--- src/rtl/apb_pkg.sv ---
// Shared definitions for the APB master arbiter.
//   APB_* localparams : phase encodings used by the sequencer state.
//   apb_state_e       : sequencer state type.
package apb_pkg;

  localparam logic [1:0] APB_IDLE   = 2'd0;
  localparam logic [1:0] APB_SETUP  = 2'd1;
  localparam logic [1:0] APB_ACCESS = 2'd2;
  localparam logic [1:0] APB_RESP   = 2'd3;

  typedef enum logic [1:0] {
    IDLE   = APB_IDLE,
    SETUP  = APB_SETUP,
    ACCESS = APB_ACCESS,
    RESP   = APB_RESP
  } apb_state_e;

endpackage

--- src/rtl/rr_arbiter.sv ---
// Combinational round-robin arbiter.
//   req        : request vector, one bit per requester
//   last_grant : index of the most recently accepted requester
//   grant      : one-hot winner (all zero when nothing requests)
//   grant_idx  : binary index of the winner
//   any        : at least one request present
// The search starts one past last_grant and wraps, so the previous winner
// has the lowest priority.
module rr_arbiter #(
  parameter int N     = 2,
  parameter int IDX_W = (N > 1) ? $clog2(N) : 1
) (
  input  logic [N-1:0]     req,
  input  logic [IDX_W-1:0] last_grant,
  output logic [N-1:0]     grant,
  output logic [IDX_W-1:0] grant_idx,
  output logic             any
);

  logic [IDX_W-1:0] idx;

  always_comb begin
    grant     = '0;
    grant_idx = '0;
    any       = 1'b0;
    idx       = '0;
    for (int k = 1; k <= N; k++) begin
      idx = IDX_W'((int'(last_grant) + k) % N);
      if (!any && req[idx]) begin
        any        = 1'b1;
        grant[idx] = 1'b1;
        grant_idx  = idx;
      end
    end
  end

endmodule

--- src/rtl/apb_master_arbiter.sv ---
// APB master shared by NREQ local requesters. Requests are arbitrated
// round-robin, sequenced through the APB SETUP/ACCESS phases, and the result
// (read data, slave error or timeout) is returned to the winner.
//   clk, reset                          : clock, async active-low reset
//   req_valid/write/addr/wdata          : packed per-requester requests
//   req_ready                           : one-hot acceptance pulse
//   rsp_valid/rdata/err/timeout         : one-hot completion pulse + result
//   psel/penable/pwrite/paddr/pwdata    : APB master outputs
//   prdata/pready/pslverr               : APB slave returns
//
// state  | meaning
// IDLE   | bus idle, arbitrate and accept one request
// SETUP  | APB setup phase (psel=1, penable=0)
// ACCESS | APB access phase, waiting for pready or timeout
// RESP   | bus released, rsp_valid pulsed to the owner
module apb_master_arbiter
  import apb_pkg::*;
#(
  parameter int NREQ    = 2,
  parameter int DATA_W  = 8,
  parameter int ADDR_W  = 2,
  parameter int TIMEOUT = 15
) (
  input  logic                   clk,
  input  logic                   reset,
  input  logic [NREQ-1:0]        req_valid,
  input  logic [NREQ-1:0]        req_write,
  input  logic [NREQ*ADDR_W-1:0] req_addr,
  input  logic [NREQ*DATA_W-1:0] req_wdata,
  output logic [NREQ-1:0]        req_ready,
  output logic [NREQ-1:0]        rsp_valid,
  output logic [DATA_W-1:0]      rsp_rdata,
  output logic                   rsp_err,
  output logic                   rsp_timeout,
  output logic                   psel,
  output logic                   penable,
  output logic                   pwrite,
  output logic [ADDR_W-1:0]      paddr,
  output logic [DATA_W-1:0]      pwdata,
  input  logic [DATA_W-1:0]      prdata,
  input  logic                   pready,
  input  logic                   pslverr
);

  localparam int IDX_W = $clog2(NREQ);
  localparam int CNT_W = (TIMEOUT > 0) ? $clog2(TIMEOUT + 1) : 1;
  localparam logic [CNT_W-1:0] CNT_TC   = CNT_W'(TIMEOUT);
  localparam logic [IDX_W-1:0] LAST_RST = IDX_W'(NREQ - 1);

  apb_state_e       state_q, state_d;
  logic [IDX_W-1:0] last_grant_q, last_grant_d;
  logic [IDX_W-1:0] owner_q, owner_d;
  logic [CNT_W-1:0] cnt_q, cnt_d;

  logic [NREQ-1:0]   grant;
  logic [IDX_W-1:0]  grant_idx;
  logic              grant_any;

  logic              sel_write;
  logic [ADDR_W-1:0] sel_addr;
  logic [DATA_W-1:0] sel_wdata;
  logic [NREQ-1:0]   owner_vec;
  logic              timeout_hit;

  logic [NREQ-1:0]   req_ready_d, rsp_valid_d;
  logic [DATA_W-1:0] rsp_rdata_d, pwdata_d;
  logic [ADDR_W-1:0] paddr_d;
  logic              rsp_err_d, rsp_timeout_d, psel_d, penable_d, pwrite_d;

  rr_arbiter #(.N(NREQ), .IDX_W(IDX_W)) u_arb (
    .req        (req_valid),
    .last_grant (last_grant_q),
    .grant      (grant),
    .grant_idx  (grant_idx),
    .any        (grant_any)
  );

  // grant is one-hot, so OR-ing the masked fields selects the winner.
  always_comb begin
    sel_write = 1'b0;
    sel_addr  = '0;
    sel_wdata = '0;
    for (int i = 0; i < NREQ; i++) begin
      if (grant[i]) begin
        sel_write = sel_write | req_write[i];
        sel_addr  = sel_addr  | req_addr[i*ADDR_W +: ADDR_W];
        sel_wdata = sel_wdata | req_wdata[i*DATA_W +: DATA_W];
      end
    end
  end

  always_comb begin
    owner_vec = '0;
    for (int i = 0; i < NREQ; i++) begin
      owner_vec[i] = (owner_q == IDX_W'(i));
    end
  end

  // pready is checked first in ACCESS, so it wins over a coincident timeout.
  assign timeout_hit = (TIMEOUT > 0) && (cnt_q == CNT_TC);

  always_comb begin
    state_d       = state_q;
    last_grant_d  = last_grant_q;
    owner_d       = owner_q;
    cnt_d         = cnt_q;
    req_ready_d   = '0;
    rsp_valid_d   = '0;
    rsp_rdata_d   = rsp_rdata;
    rsp_err_d     = rsp_err;
    rsp_timeout_d = rsp_timeout;
    psel_d        = 1'b0;
    penable_d     = 1'b0;
    pwrite_d      = pwrite;
    paddr_d       = paddr;
    pwdata_d      = pwdata;

    case (state_q)
      IDLE: begin
        if (grant_any) begin
          state_d      = SETUP;
          last_grant_d = grant_idx;
          owner_d      = grant_idx;
          req_ready_d  = grant;
          psel_d       = 1'b1;
          pwrite_d     = sel_write;
          paddr_d      = sel_addr;
          pwdata_d     = sel_wdata;
        end
      end
      SETUP: begin
        state_d   = ACCESS;
        psel_d    = 1'b1;
        penable_d = 1'b1;
        cnt_d     = '0;
      end
      ACCESS: begin
        psel_d    = 1'b1;
        penable_d = 1'b1;
        if (pready) begin
          state_d       = RESP;
          psel_d        = 1'b0;
          penable_d     = 1'b0;
          rsp_valid_d   = owner_vec;
          rsp_rdata_d   = prdata;
          rsp_err_d     = pslverr;
          rsp_timeout_d = 1'b0;
        end else if (timeout_hit) begin
          state_d       = RESP;
          psel_d        = 1'b0;
          penable_d     = 1'b0;
          rsp_valid_d   = owner_vec;
          rsp_rdata_d   = '0;
          rsp_err_d     = 1'b1;
          rsp_timeout_d = 1'b1;
        end else begin
          cnt_d = cnt_q + CNT_W'(1);
        end
      end
      RESP: begin
        state_d = IDLE;
      end
      default: begin
        state_d = IDLE;
      end
    endcase
  end

  always_ff @(posedge clk or negedge reset) begin
    if (!reset) begin
      state_q      <= IDLE;
      last_grant_q <= LAST_RST;
      owner_q      <= '0;
      cnt_q        <= '0;
      req_ready    <= '0;
      rsp_valid    <= '0;
      rsp_rdata    <= '0;
      rsp_err      <= 1'b0;
      rsp_timeout  <= 1'b0;
      psel         <= 1'b0;
      penable      <= 1'b0;
      pwrite       <= 1'b0;
      paddr        <= '0;
      pwdata       <= '0;
    end else begin
      state_q      <= state_d;
      last_grant_q <= last_grant_d;
      owner_q      <= owner_d;
      cnt_q        <= cnt_d;
      req_ready    <= req_ready_d;
      rsp_valid    <= rsp_valid_d;
      rsp_rdata    <= rsp_rdata_d;
      rsp_err      <= rsp_err_d;
      rsp_timeout  <= rsp_timeout_d;
      psel         <= psel_d;
      penable      <= penable_d;
      pwrite       <= pwrite_d;
      paddr        <= paddr_d;
      pwdata       <= pwdata_d;
    end
  end

endmodule
--- config.mk ---
export PLATFORM = sky130hd
export DESIGN_NAME = apb_master_arbiter
export DESIGN_NICKNAME = d
export VERILOG_FILES = /design/src/rtl/apb_pkg.sv /design/src/rtl/rr_arbiter.sv /design/src/rtl/apb_master_arbiter.sv
export SDC_FILE = /design/constraint.sdc
export NUM_CORES = 1
export LEC_CHECK = 0
export ABC_AREA = 0
export CAP_MARGIN = 10
export CORE_ASPECT_RATIO = 0.9
export CORE_MARGIN = 2
export CORE_UTILIZATION = 40
export CTS_BUF_LIST = sky130_fd_sc_hd__clkbuf_4 sky130_fd_sc_hd__clkbuf_8 sky130_fd_sc_hd__clkbuf_16
export DETAILED_ROUTE_END_ITERATION = 10
export PLACE_DENSITY = 0.75
export SLEW_MARGIN = 20
export SYNTH_ARGS = -nofsm -noshare
export SYNTH_HDL_FRONTEND = slang
export SYNTH_HIERARCHICAL = 1
export SYNTH_SLANG_ARGS = --single-unit
--- constraint.sdc ---
create_clock -name clk -period 2 [get_ports clk]
set_clock_uncertainty 0.15 [all_clocks]
set_input_delay 0.4 -clock clk [delete_from_list [all_inputs] [get_ports clk]]
set_output_delay 0.4 -clock clk [all_outputs]
set_load 0.02 [all_outputs]
==> summary.txt <==
status - finished clean
quantity of gates resized following cts - 0
leakage component of the power - 1.059 nW
number of vias per cell after detailed routing - 5.115
Max stage delay cell, worst path - clkdlybuf4s50_1
power per cell area - 1347 nW/um^2
Non-Filler Instances - 262
maximum clock rate - 544.1 MHz
final global-route overflow total - 0
input/output buffers - 62
Post-CTS Repair Setup Buffers - 0
number of enable flip-flop cells after synthesis - 0
fraction of the cycle the final worst path needs - 0.9189
pin count of the biggest net entering global routing - 36
Iter 0 DRT Violations - 39
utilization after layout - 0.6355
final layout net count - 257
first-pass iteration count of the detailed router - 5
number of hold violations in the final report - 0
Routed WL - 3.624 mm
clock sink count - 35
wire length of the first global-routing pass - 6.016 mm
instance count of the mapped netlist - 144
share of Yosys cell area claimed by the top area cell type - 0.5488
clock tree from TritonCTS - done
clock slew at the register clock pins of the worst setup and hold paths - 70 ps
number of antenna-violating nets in the routed design - 0
top cells by area in the synthesized netlist - dfrtp_1 (55%), a22oi_1 (5.3%), ha_1 (4.8%)
CTS Root Cell - clkbuf_8
crit path buf inv count - 1
type of destination of the critical path - primary output
worst relative slew slack - 0.6900
antenna violations before repair - 0
Antenna Cells - 0
worst min-delay path class - flip-flop to flip-flop
number of flip-flops and latches in the synthesized netlist - 35
Critical Path, Cell by Cell - clkdlybuf4s50_1
DP HPWL - 2.698 mm
number of placed instances with taps included - 254
final estimated routing congestion in global placement - 0.7764
routed length per placed instance - 13.83 um
data arrival time of the critical path - 1290 ps
cell area after placement - 2282 um^2
GRT Resource Usage Total - 0.1732
total power - 0.003193 W
stage delay of the slowest cell on the critical path - 630 ps
sort of element at the start of the critical path - flip-flop
core outline area - 3731 um^2
Max Slew Vio Count - 0
final-layout fill cell count - 303
commonest cells after routing, fill and taps aside - clkdlybuf4s50_1 (62), dfrtp_1 (34), nand2_1 (19)
Worst Setup Path Type - flip-flop to primary output
commonest non-fill, non-tap cell in the layout - clkdlybuf4s50_1
leading area contributor after synthesis - dfrtp_1
Worst Path Required - 1450 ps
setup_tns - 0 ps
critical-path maximum fanout - 2
via count of the routed design - 1340
Worst-Margin Slew - 464.9 ps
final setup fails - 0
sequential-to-total area share from yosys stat - 0.5658
share of final-layout standard cells stronger than drive strength 1 - 0.09722
Most used DFF post-synth - dfrtp_1
initial core utilization - 0.4155
Avg Synthesized Cell Area - 10.77 um^2
setup repair after global routing missed its margin - no
post-layout minimum cycle time - 1838 ps
num ports - 63
via count of the first global-routing pass - 1299
number of nets produced by synthesis - 186
cell area after synthesis - 1550 um^2
number of library cell types mapped by synthesis - 33
height of the chip - 63.06 um
Core Rows - 21
post-route DRC violation count - 0
async set or reset register ratio after synthesis - 1.000
CTS Buffer Depth - 2
die outline width - 69.62 um
DIE AREA - 4390 um^2
synthesis-to-layout area growth - 52.95%
total clock buffers created by CTS - 5
synth warn - 6
Clk Latency, worst-skew pair - 280 ps
fin area - 2371 um^2
number of H-tree levels - 2
largest voltage drop on the vdd net - 0.6892 mV
number of hold-repair buffers added at the cts stage - 0
cell family contributing the most delay on the critical path - buffers and inverters
max capacitance violation total - 0
==> flip-flops by register name (all words and copies together), names as in the netlist, 2 cells and up <==
name / flops
state_q: 2
cnt_q: 4
rsp_valid: 2
pwdata: 8
req_ready: 2
paddr: 2
rsp_rdata: 8
==> worst reg2reg max path: cells and delay by family (launching register included) <==
kind                       cells  cell delay, ps
adders and majority gates      1             270
and+or+nand+nor                1             240
muxes                          1             330
buffers and inverters          1             100
AOI/OAI and AO/OA              1             190
DFF                            1             400
==> layout make-up <==
| class | instances | area (um^2) | share of cell area |
|---|---|---|---|
| flip-flops and latches | 35 | 877.1 | 0.3699 |
| repair buffers | 71 | 713.2 | 0.3008 |
| multi-input cells | 95 | 608.1 | 0.2565 |
| clock buffers | 6 | 76.32 | 0.03219 |
| well taps | 46 | 57.56 | 0.02427 |
| inverters | 7 | 26.28 | 0.01108 |
| clock inverters | 2 | 12.51 | 0.005277 |
==> per-layer routing <==
| layer | part of all wire | track usage |
|---|---|---|
| met5 | 0 | 0 |
| met2 | 0.47 | 0.2788 |
| met4 | 0.0086 | 0.05769 |
| met3 | 0.092 | 0.07360 |
| met1 | 0.43 | 0.2107 |
==> synth_stat cells, drive strengths merged, types with 2 or more instances <==
cell	count
o21ai	13
inv	7
nor3	2
nor2	5
nand2b	2
a22o	8
nand3	3
buf	3
nor2b	3
a22oi	11
a21boi	3
dfrtp	34
clkbuf	4
nand2	19
a21oi	8
ha	6
and3	3
==> per-stage QoR <==
step / hold WS (ps) / setup slack [ps]
after floorplan: -45.59 / 293.6
final: 322.8 / 162.2
after global placement: 295.2 / 71.02
after CTS: 318.3 / 149.6
after detailed placement: 303.3 / -19.55
after global routing: 350.9 / 129.7
==> where the power goes <==
group | internal, W | total, W | switching, W
Combinational | 0.000761 | 0.00154 | 0.000775
Clock | 0.000257 | 0.000503 | 0.000246
Sequential | 0.000988 | 0.00115 | 0.000166
Total | 0.00201 | 0.00319 | 0.00119
==> cell families after synthesis <==
| family | share of synthesized area |
|---|---|
| muxes | 0.01372 |
| and+or+nand+nor | 0.1380 |
| adders and majority gates | 0.04842 |
| buffers and inverters | 0.04197 |
| AOI/OAI and AO/OA | 0.1921 |
| DFF | 0.5658 |
==> worst paths after layout <==
check	from	to	slack, ps	cells after the start
min in group asynchronous	reset	cnt_q[2]	340	2
worst max-delay path	paddr[1]	paddr[1]	160	1
worst min-delay path	owner_q	rsp_valid[0]	320	1
worst max register to register	state_q[0]	state_q[1]	220	5
worst min register to register	owner_q	rsp_valid[0]	320	1
max in group asynchronous	reset	last_grant_q	1120	2
Note: power is estimated with default switching activity, not from simulation.
